File: src/rtl/noc_pkg.sv
`default_nettype none
// ============================================================================
// Module      : noc_pkg
// Description : Shared constants and port-index helpers for the five-port
//               router switch allocator.
// Revision    : 1.0 - initial release
// ============================================================================
package noc_pkg;

    localparam int NPORT     = 5;
    localparam int BUF_DEPTH = 4;

    localparam logic [2:0] PORT_NONE  = 3'd0;
    localparam logic [2:0] PORT_LOCAL = 3'd5;

    // Advance a port index by one, wrapping 5 back to 1.
    function automatic logic [2:0] port_inc(input logic [2:0] p);
        return (p >= PORT_LOCAL) ? 3'd1 : p + 3'd1;
    endfunction

endpackage : noc_pkg
`default_nettype wire

File: src/rtl/rr_arbiter5.sv
`default_nettype none
// ============================================================================
// Module      : rr_arbiter5
// Description : Combinational five-request round-robin picker. Scans the
//               request vector starting at ptr (1-based) and wraps 5 -> 1.
//               req[0] is input 1, ..., req[4] is input 5.
// Revision    : 1.0 - initial release
// ============================================================================
module rr_arbiter5
    import noc_pkg::*;
(
    input  logic [4:0] req,
    input  logic [2:0] ptr,
    output logic [2:0] winner,
    output logic       valid
);

    logic [7:0] w_req_pad;
    logic [3:0] w_idx;

    // Pad so every 3-bit index is in range; indices 5..7 never request.
    assign w_req_pad = {3'b000, req};

    // First requester found scanning ptr, ptr+1, ... with wrap.
    always_comb begin
        winner = PORT_NONE;
        valid  = 1'b0;
        w_idx  = 4'd0;
        for (int k = 0; k < NPORT; k++) begin
            w_idx = {1'b0, ptr} + 4'(k) - 4'd1;
            if (w_idx >= 4'(NPORT)) begin
                w_idx = w_idx - 4'(NPORT);
            end
            if (!valid && (w_idx < 4'(NPORT)) && w_req_pad[w_idx[2:0]]) begin
                valid  = 1'b1;
                winner = w_idx[2:0] + 3'd1;
            end
        end
    end

endmodule : rr_arbiter5
`default_nettype wire

File: src/rtl/switch_arbiter.sv
`default_nettype none
// ============================================================================
// Module      : switch_arbiter
// Description : Round-robin switch allocator for the five-port router.
//               Per-output priority pointers, credit counters on the four
//               inter-router outputs, registered one-cycle grants and
//               per-output crossbar selects.
// Revision    : 1.0 - initial release
// ============================================================================
module switch_arbiter
    import noc_pkg::*;
#(
    parameter int DEPTH = BUF_DEPTH,
    parameter int PW    = 3
) (
    input  logic          clk,
    input  logic          RST,
    input  logic [PW-1:0] targ1,
    input  logic [PW-1:0] targ2,
    input  logic [PW-1:0] targ3,
    input  logic [PW-1:0] targ4,
    input  logic [PW-1:0] targ5,
    input  logic          cred1,
    input  logic          cred2,
    input  logic          cred3,
    input  logic          cred4,
    output logic          grant1,
    output logic          grant2,
    output logic          grant3,
    output logic          grant4,
    output logic          grant5,
    output logic [PW-1:0] sel1,
    output logic [PW-1:0] sel2,
    output logic [PW-1:0] sel3,
    output logic [PW-1:0] sel4,
    output logic [PW-1:0] sel5
);

    localparam int         c_NCRED = NPORT - 1;
    localparam logic [2:0] c_DEPTH = 3'(DEPTH);

    // Registered state and next-state values
    logic [NPORT-1:0] grant_q, grant_d;
    logic [PW-1:0]    sel_q   [NPORT];
    logic [PW-1:0]    sel_d   [NPORT];
    logic [2:0]       ptr_q   [NPORT];
    logic [2:0]       ptr_d   [NPORT];
    logic [2:0]       count_q [c_NCRED];
    logic [2:0]       count_d [c_NCRED];

    // Combinational helpers
    logic [PW-1:0]      w_targ [NPORT];
    logic [NPORT-1:0]   w_req  [NPORT];
    logic [2:0]         w_win  [NPORT];
    logic [NPORT-1:0]   w_vld;
    logic [NPORT-1:0]   w_gnt_out;
    logic [c_NCRED-1:0] w_cred;
    logic [c_NCRED-1:0] w_cred_eff;

    assign w_targ[0] = targ1;
    assign w_targ[1] = targ2;
    assign w_targ[2] = targ3;
    assign w_targ[3] = targ4;
    assign w_targ[4] = targ5;
    assign w_cred    = {cred4, cred3, cred2, cred1};

    // Request decode: input i asks for output j unless it holds a grant
    // right now (its targ may still be stale during the grant cycle).
    always_comb begin
        for (int j = 0; j < NPORT; j++) begin
            w_req[j] = '0;
            for (int i = 0; i < NPORT; i++) begin
                w_req[j][i] = (w_targ[i] == PW'(j + 1)) && !grant_q[i];
            end
        end
    end

    // One round-robin picker per output port
    for (genvar j = 0; j < NPORT; j++) begin : g_arb
        rr_arbiter5 u_rr (
            .req    (w_req[j]),
            .ptr    (ptr_q[j]),
            .winner (w_win[j]),
            .valid  (w_vld[j])
        );
    end

    // Credit gate: inter-router outputs grant only with a free downstream
    // slot as seen by the registered count; local ejection is never limited.
    always_comb begin
        w_gnt_out = '0;
        for (int j = 0; j < c_NCRED; j++) begin
            w_gnt_out[j] = w_vld[j] && (count_q[j] < c_DEPTH);
        end
        w_gnt_out[NPORT-1] = w_vld[NPORT-1];
    end

    // Next grants, selects and pointers from the gated winners
    always_comb begin
        grant_d = '0;
        for (int j = 0; j < NPORT; j++) begin
            sel_d[j] = '0;
            ptr_d[j] = ptr_q[j];
            if (w_gnt_out[j]) begin
                sel_d[j] = PW'(w_win[j]);
                ptr_d[j] = port_inc(w_win[j]);
                for (int i = 0; i < NPORT; i++) begin
                    if (w_win[j] == 3'(i + 1)) begin
                        grant_d[i] = 1'b1;
                    end
                end
            end
        end
    end

    // Credit counters: +1 per grant, -1 per credit unless already empty
    always_comb begin
        for (int j = 0; j < c_NCRED; j++) begin
            w_cred_eff[j] = w_cred[j] && (count_q[j] != 3'd0);
            count_d[j]    = count_q[j] + {2'b00, w_gnt_out[j]}
                                       - {2'b00, w_cred_eff[j]};
        end
    end

    // State registers with synchronous reset
    always_ff @(posedge clk) begin
        if (RST) begin
            grant_q <= '0;
            for (int j = 0; j < NPORT; j++) begin
                sel_q[j] <= '0;
                ptr_q[j] <= 3'd1;
            end
            for (int j = 0; j < c_NCRED; j++) begin
                count_q[j] <= 3'd0;
            end
        end else begin
            grant_q <= grant_d;
            for (int j = 0; j < NPORT; j++) begin
                sel_q[j] <= sel_d[j];
                ptr_q[j] <= ptr_d[j];
            end
            for (int j = 0; j < c_NCRED; j++) begin
                count_q[j] <= count_d[j];
            end
        end
    end

    assign grant1 = grant_q[0];
    assign grant2 = grant_q[1];
    assign grant3 = grant_q[2];
    assign grant4 = grant_q[3];
    assign grant5 = grant_q[4];
    assign sel1   = sel_q[0];
    assign sel2   = sel_q[1];
    assign sel3   = sel_q[2];
    assign sel4   = sel_q[3];
    assign sel5   = sel_q[4];

endmodule : switch_arbiter
`default_nettype wire

File: config.mk
export PLATFORM = sky130hd
export DESIGN_NAME = switch_arbiter
export DESIGN_NICKNAME = d
export VERILOG_FILES = /design/src/rtl/noc_pkg.sv /design/src/rtl/rr_arbiter5.sv /design/src/rtl/switch_arbiter.sv
export SDC_FILE = /design/constraint.sdc
export NUM_CORES = 1
export LEC_CHECK = 0
export ABC_AREA = 1
export ABC_CLOCK_PERIOD_IN_PS = 4900
export BUFFER_PORTS_ARGS = -buffer_cell sky130_fd_sc_hd__buf_2
export CORE_ASPECT_RATIO = 1.5
export CORE_MARGIN = 4
export CORE_UTILIZATION = 65
export DETAILED_ROUTE_END_ITERATION = 12
export PLACE_DENSITY = 0.84
export SYNTH_ARGS = -nofsm -noshare
export SYNTH_HDL_FRONTEND = slang
export SYNTH_SLANG_ARGS = --single-unit
File: constraint.sdc
create_clock -name clk -period 4.9 [get_ports clk]
set_input_delay 0.735 -clock clk [delete_from_list [all_inputs] [get_ports clk]]
set_output_delay 0.735 -clock clk [all_outputs]
set_load 0.02 [all_outputs]
# [Yosys cells after proc, flatten, opt, wreduce, memory -nomap -nowiden]
# Memory sizes are Yosys's and may differ from the RTL's.
# Cells that the tools add are included.
[word_totals] output_inout_bits=20 input_bits=21 ff_bits=5 n_memories=3 wordCells=554 mem_bits_rw=42
[memory_table] memory="ptr_q" words=5 word_bits=3 read_ports=5 rd_ports_with_merged_regs=0 wr=5 line_no="switch_arbiter.sv:46" rtl="logic [2:0] ptr_q [NPORT];"
[memory_table] memory="sel_q" words=5 word_bits=3 read_ports=5 rd_ports_with_merged_regs=0 wr=5 line_no="switch_arbiter.sv:44" rtl="logic [PW-1:0] sel_q [NPORT];"
[memory_table] memory="count_q" words=4 word_bits=3 read_ports=4 rd_ports_with_merged_regs=0 wr=4 line_no="switch_arbiter.sv:48" rtl="logic [2:0] count_q [c_NCRED];"
[classes] n_eq_ne=50 n_reduce_logical=107 order_cmp=84 add_sub_neg=108 muxes=187 n_bitwise=14
[ops] operator="2-to-1 mux 3 bit" count=54
[ops] operator=">= comparator 4 x 3 -> 1 bit, second input constant" count=25
[ops] operator="< comparator 3 x 4 -> 1 bit, second input constant" count=25
[ops] operator="< comparator 4 x 3 -> 1 bit, second input constant" count=25
[ops] operator="2-to-1 mux 4 bit" count=25
[ops] operator="subtractor 4 x 3 -> 4 bit, second input constant" count=25
[ops] operator="adder 3 x 1 -> 3 bit, second input constant" count=30
[ops] operator="subtractor 4 x 1 -> 4 bit, second input constant" count=20
[ops] operator="logical AND 1 bit" count=78
[ops] operator="2-to-1 mux 1 bit" count=78
[ops] operator="binary-select mux 1 bit (select 3 bit)" count=25
[ops] operator="== test 3 x 2 -> 1 bit, second input constant" count=20
[ops] operator="== test 3 bit, second input constant" count=20
[ops] operator="adder 3 x 2 -> 4 bit, second input constant" count=10
[ops] operator="== test 3 x 1 -> 1 bit, second input constant" count=10
[ops] operator="zero test 1 bit" count=25
[ops] operator="2-to-1 mux 5 bit" count=5
[ops] operator="adder 3 x 1 -> 4 bit, second input constant" count=5
[ops] operator="adder 3 x 3 -> 4 bit, second input constant" count=5
[ops] operator="subtractor 3 x 1 -> 4 bit, second input constant" count=5
[ops] operator=">= comparator 3 bit, second input constant" count=5
[ops] operator="OR 1 bit" count=14
[ops] operator="adder 3 x 1 -> 3 bit" count=4
[ops] operator="< comparator 3 bit, second input constant" count=4
[ops] operator="other kinds (2)" count=8

# [Depth between registers and ports, before layout]
# An unclocked memory read counts as a cell.
[logic_depth] word_depth=35 mapped_depth=30 depth_no_buf=30

# [Cells and area by module]
# Synthesis repeated with hierarchy kept, for this count alone.
[unflattened] cells_unflattened=1518 hier_area_um2=9660.5
[modules_own_cells] mod="rr_arbiter5" instances=5 seq_area_each_um2=0.0 cells_each=232 area_each_um2=1397.6
[modules_own_cells] mod="switch_arbiter" instances=1 seq_area_each_um2=940.9 cells_each=358 area_each_um2=2672.6

# [Worst setup path before layout]
# Ideal clock, no wire load.
[synth_path] path_kind="reg2reg" startpoint="memory ptr_q[3][0], in the netlist ptr_q[0][9]" endpoint="memory count_q[3][2]" required_ps=4780 path_stages_with_launch=27 arrival_ps=3551 setup_ps=120 synth_period_minus_slack_ps=3671 path_buffers=2 slack_ps=1229 cell_sequence="dfxtp_1 buf_4 inv_2 ha_1 inv_1 fa_1 inv_1 nand2_2 o21ai_0 ha_1 inv_1 nor2_1 nand3_1 nand2_1 nand2_1 a21oi_1 inv_1 nand2_2 o21bai_2 inv_2 buf_6 ha_1 inv_1 fa_1 xor2_1 o21ai_0 a21oi_1"
[synth_rtl] item="from (decl)" line_no="switch_arbiter.sv:46"
[synth_rtl] item="to (decl)" line_no="switch_arbiter.sv:48"

==> impl_metrics.toml <==
[outcome]
outcome = "finished clean"

[worst_setup_path]
crit_type = "flip-flop to flip-flop"
arrival_ps = 4330
crit_path_end_kind = "flip-flop"
worst-path-max-fanout = 12
crit_path_start_kind = "flip-flop"
required_ps = 5120

[die]
core_area_um2 = 13660
rows = 52
start_util_pct = 66.84
dieArea_um2 = 16050
fp.dieW_um = 104.8
die_h_um = 153.2
io_pins = 41

[placed_design]
gp_congestion = 0.9541
dpl.hpwl_mm = 20.11
port_buffers = 40
post-place-cells = 1726

[route]
ant_nets = 0
firstDrtPassIters = 6
wl_per_cell_um = 14.09
drt-initial-drc-count = 566
drc_errors = 0
num_vias = 9710
wirelength_mm = 24.41
avgViaCountPerCell = 5.603

[clock_network]
root_buffer = "clkbuf_16"
cts_made_buffers = 5
htreeDepth = 2
clk_latency_ps = 290
cts_tree = "done"
clock_sinks = 47
clkTransAtPathRegs_ps = 60
cts_hold_buf = 0
cts_max_path_buffers = 2
post_cts_buffers = 0
cts_resized = 0

[synthesis]
avgSynthCellArea_um2 = 5.969
yosys.cell_types.count = 51
synthCells = 1530
yosysSeqAreaShare_pct = 10.30
async_flop_share_pct = 0
syn_nets = 1696
synth_edf_count = 0
synth-main-ff-cell = "dfxtp_1"
ys_seq_elements = 47
yosysWarningCount = 0
netlist_area_um2 = 9133

[finish]
fin_nets = 1737
diodes = 0
syn_to_final_growth_pct = 5.686
drive_gt1_share_pct = 10.50
n_fill_cell = 1325
fin_cells = 1733

[global_routing]
grt_pass1_vias = 9266
grt_util_met2_pct = 56.20
met1_usage_pct = 32.14
gr-max-usage-layer = "met2"
grt_overflow = 0
grt_pass1_wl_mm = 40.77
grt.met3_usage_pct = 3.840
grt_usage_pct = 29.99
antenna_found_initial = 0
grt_max_degree = 22

[timing]
rsz0062_at_grt = "no"
fin_crit_ps = 4110
hold-worst-slack_ps = 533.6
drv_slew = 0
hold_viol_final = 0
setup_tns_ps = 0
worst_pin_slew_ps = 718.4
fmax_mhz = 243.3
relSlewSlack_pct = 52.06
fin_skew_ps = 2.958
period_share_pct = 83.88
setup_viol = 0

[job]
cap_violations = 0

[worst_hold_path]
hold_class = "flip-flop to flip-flop"
-- worst paths after layout --
kind | from | endpoint | slack [ps] | cells past startpoint
worst max register to register | ptr_q[0][10] | count_q[3][2] | 790 | 23
worst min register to register | count_q[3][2] | count_q[3][2] | 530 | 1
worst min-delay path | count_q[3][2] | count_q[3][2] | 530 | 1
worst max-delay path | ptr_q[0][10] | count_q[3][2] | 790 | 23
-- logic make-up (layout without fill, tap and decap cells) --
| kind of cell | count (synthesis) | in the layout | synth area share (%) |
|---|---|---|---|
| and+or+nand+nor | 858 | 858 | 42.32 |
| buffers and inverters | 282 | 323 | 12.12 |
| adders and majority gates | 145 | 145 | 20.61 |
| AOI/OAI and AO/OA | 145 | 145 | 9.234 |
| xor gates and xnor gates | 53 | 53 | 5.412 |
| DFF | 47 | 47 | 10.30 |
-- layout make-up --
| cell class | count | area, um2 | share of cell area, % |
|---|---|---|---|
| multi-input combinational | 1201 | 7084 | 73.40 |
| inverter | 269 | 1012 | 10.49 |
| sequential | 47 | 940.9 | 9.749 |
| timing repair buffer | 47 | 252.7 | 2.619 |
| tap | 162 | 202.7 | 2.100 |
| clock buffer | 6 | 128.9 | 1.335 |
| clock inverter | 1 | 30.03 | 0.3111 |
-- state kept, by name, indices dropped and copies added (netlist names) --
name     flops
ptr_q       15
grant_q      5
sel_q       15
count_q     12
-- worst max-delay path: stages, from the launching register on --
cell and delay [ps]:
dfxtp_1 520, ha_1 210, inv_1 50, fa_1 360, inv_1 90, nand2_2 100
o21ai_0 380, ha_1 220, inv_1 40, nor2_1 100, nand3_1 80, nand2_1 70
nand2_1 50, a21oi_1 190, inv_1 110, nand2_2 100, o21bai_2 80, inv_2 200
ha_1 180, inv_1 50, fa_1 370, xor2_1 200, o21ai_0 120, a21oi_1 170
-- Yosys cell counts (3+ instances only) --
library cell / n / share of area (%)
dfxtp_1: 47 / 10
nand3b_1: 9 / 0.74
nor2_2: 16 / 1.1
clkbuf_1: 3 / 0.12
xor2_1: 34 / 3.3
inv_2: 22 / 0.90
a31oi_1: 3 / 0.21
o31a_1: 4 / 0.38
o21ai_1: 16 / 0.88
nand3_2: 7 / 0.77
xnor2_1: 15 / 1.4
o21ai_2: 5 / 0.48
nand4_1: 34 / 2.3
o211ai_1: 4 / 0.33
fa_1: 9 / 2.0
nand3b_2: 3 / 0.37
o22ai_1: 7 / 0.48
o21ai_0: 46 / 2.5
nor2_4: 5 / 0.62
nor3_1: 8 / 0.44
a21oi_2: 3 / 0.29
ha_1: 136 / 19
buf_6: 4 / 0.49
buf_4: 4 / 0.33
nand3_1: 190 / 10
nor2_1: 119 / 4.9
a21oi_1: 46 / 2.5
nand2_2: 39 / 2.7
o21bai_1: 3 / 0.25
nand2_1: 420 / 17
inv_1: 244 / 10
xor2_2: 3 / 0.53
-- per-layer routing --
layer | share of wire, % | wire length, um | vias to the layer above
met2 | 51 | 12420 | 305
li1 | - | - | 4942
met3 | 4.8 | 1172 | 98
met1 | 39 | 9537 | 4365
met4 | 5.2 | 1279 | 0
met5 | 0 | 0 | -
-- placed cells by master (no fill, tap or decap), types with 15 or more instances in the layout --
cell       n
nand2_1  420
inv_1    244
nand3_1  190
ha_1     136
nor2_1   119
dfxtp_1   47
o21ai_0   46
a21oi_1   46
buf_2     40
nand2_2   39
xor2_1    34
nand4_1   34
inv_2     22
nor2_2    16
o21ai_1   16
xnor2_1   15
-- metrics by stage --
| step | cell area (um2) | utilization (%) | setup slack (ps) |
|---|---|---|---|
| after floorplan | 9133 | - | 1229 |
| after global placement | 9493 | 69.48 | 1014 |
| after detailed placement | 9493 | 69.48 | 845.1 |
| after CTS | 9652 | 70.64 | 817.0 |
| after global routing | 9652 | 70.64 | 438.5 |
| final | 9652 | 70.64 | 789.8 |
Power is left out: the tool's default activity adds up to more than one toggle a clock period on the data nets, which glitch-free logic cannot reach.
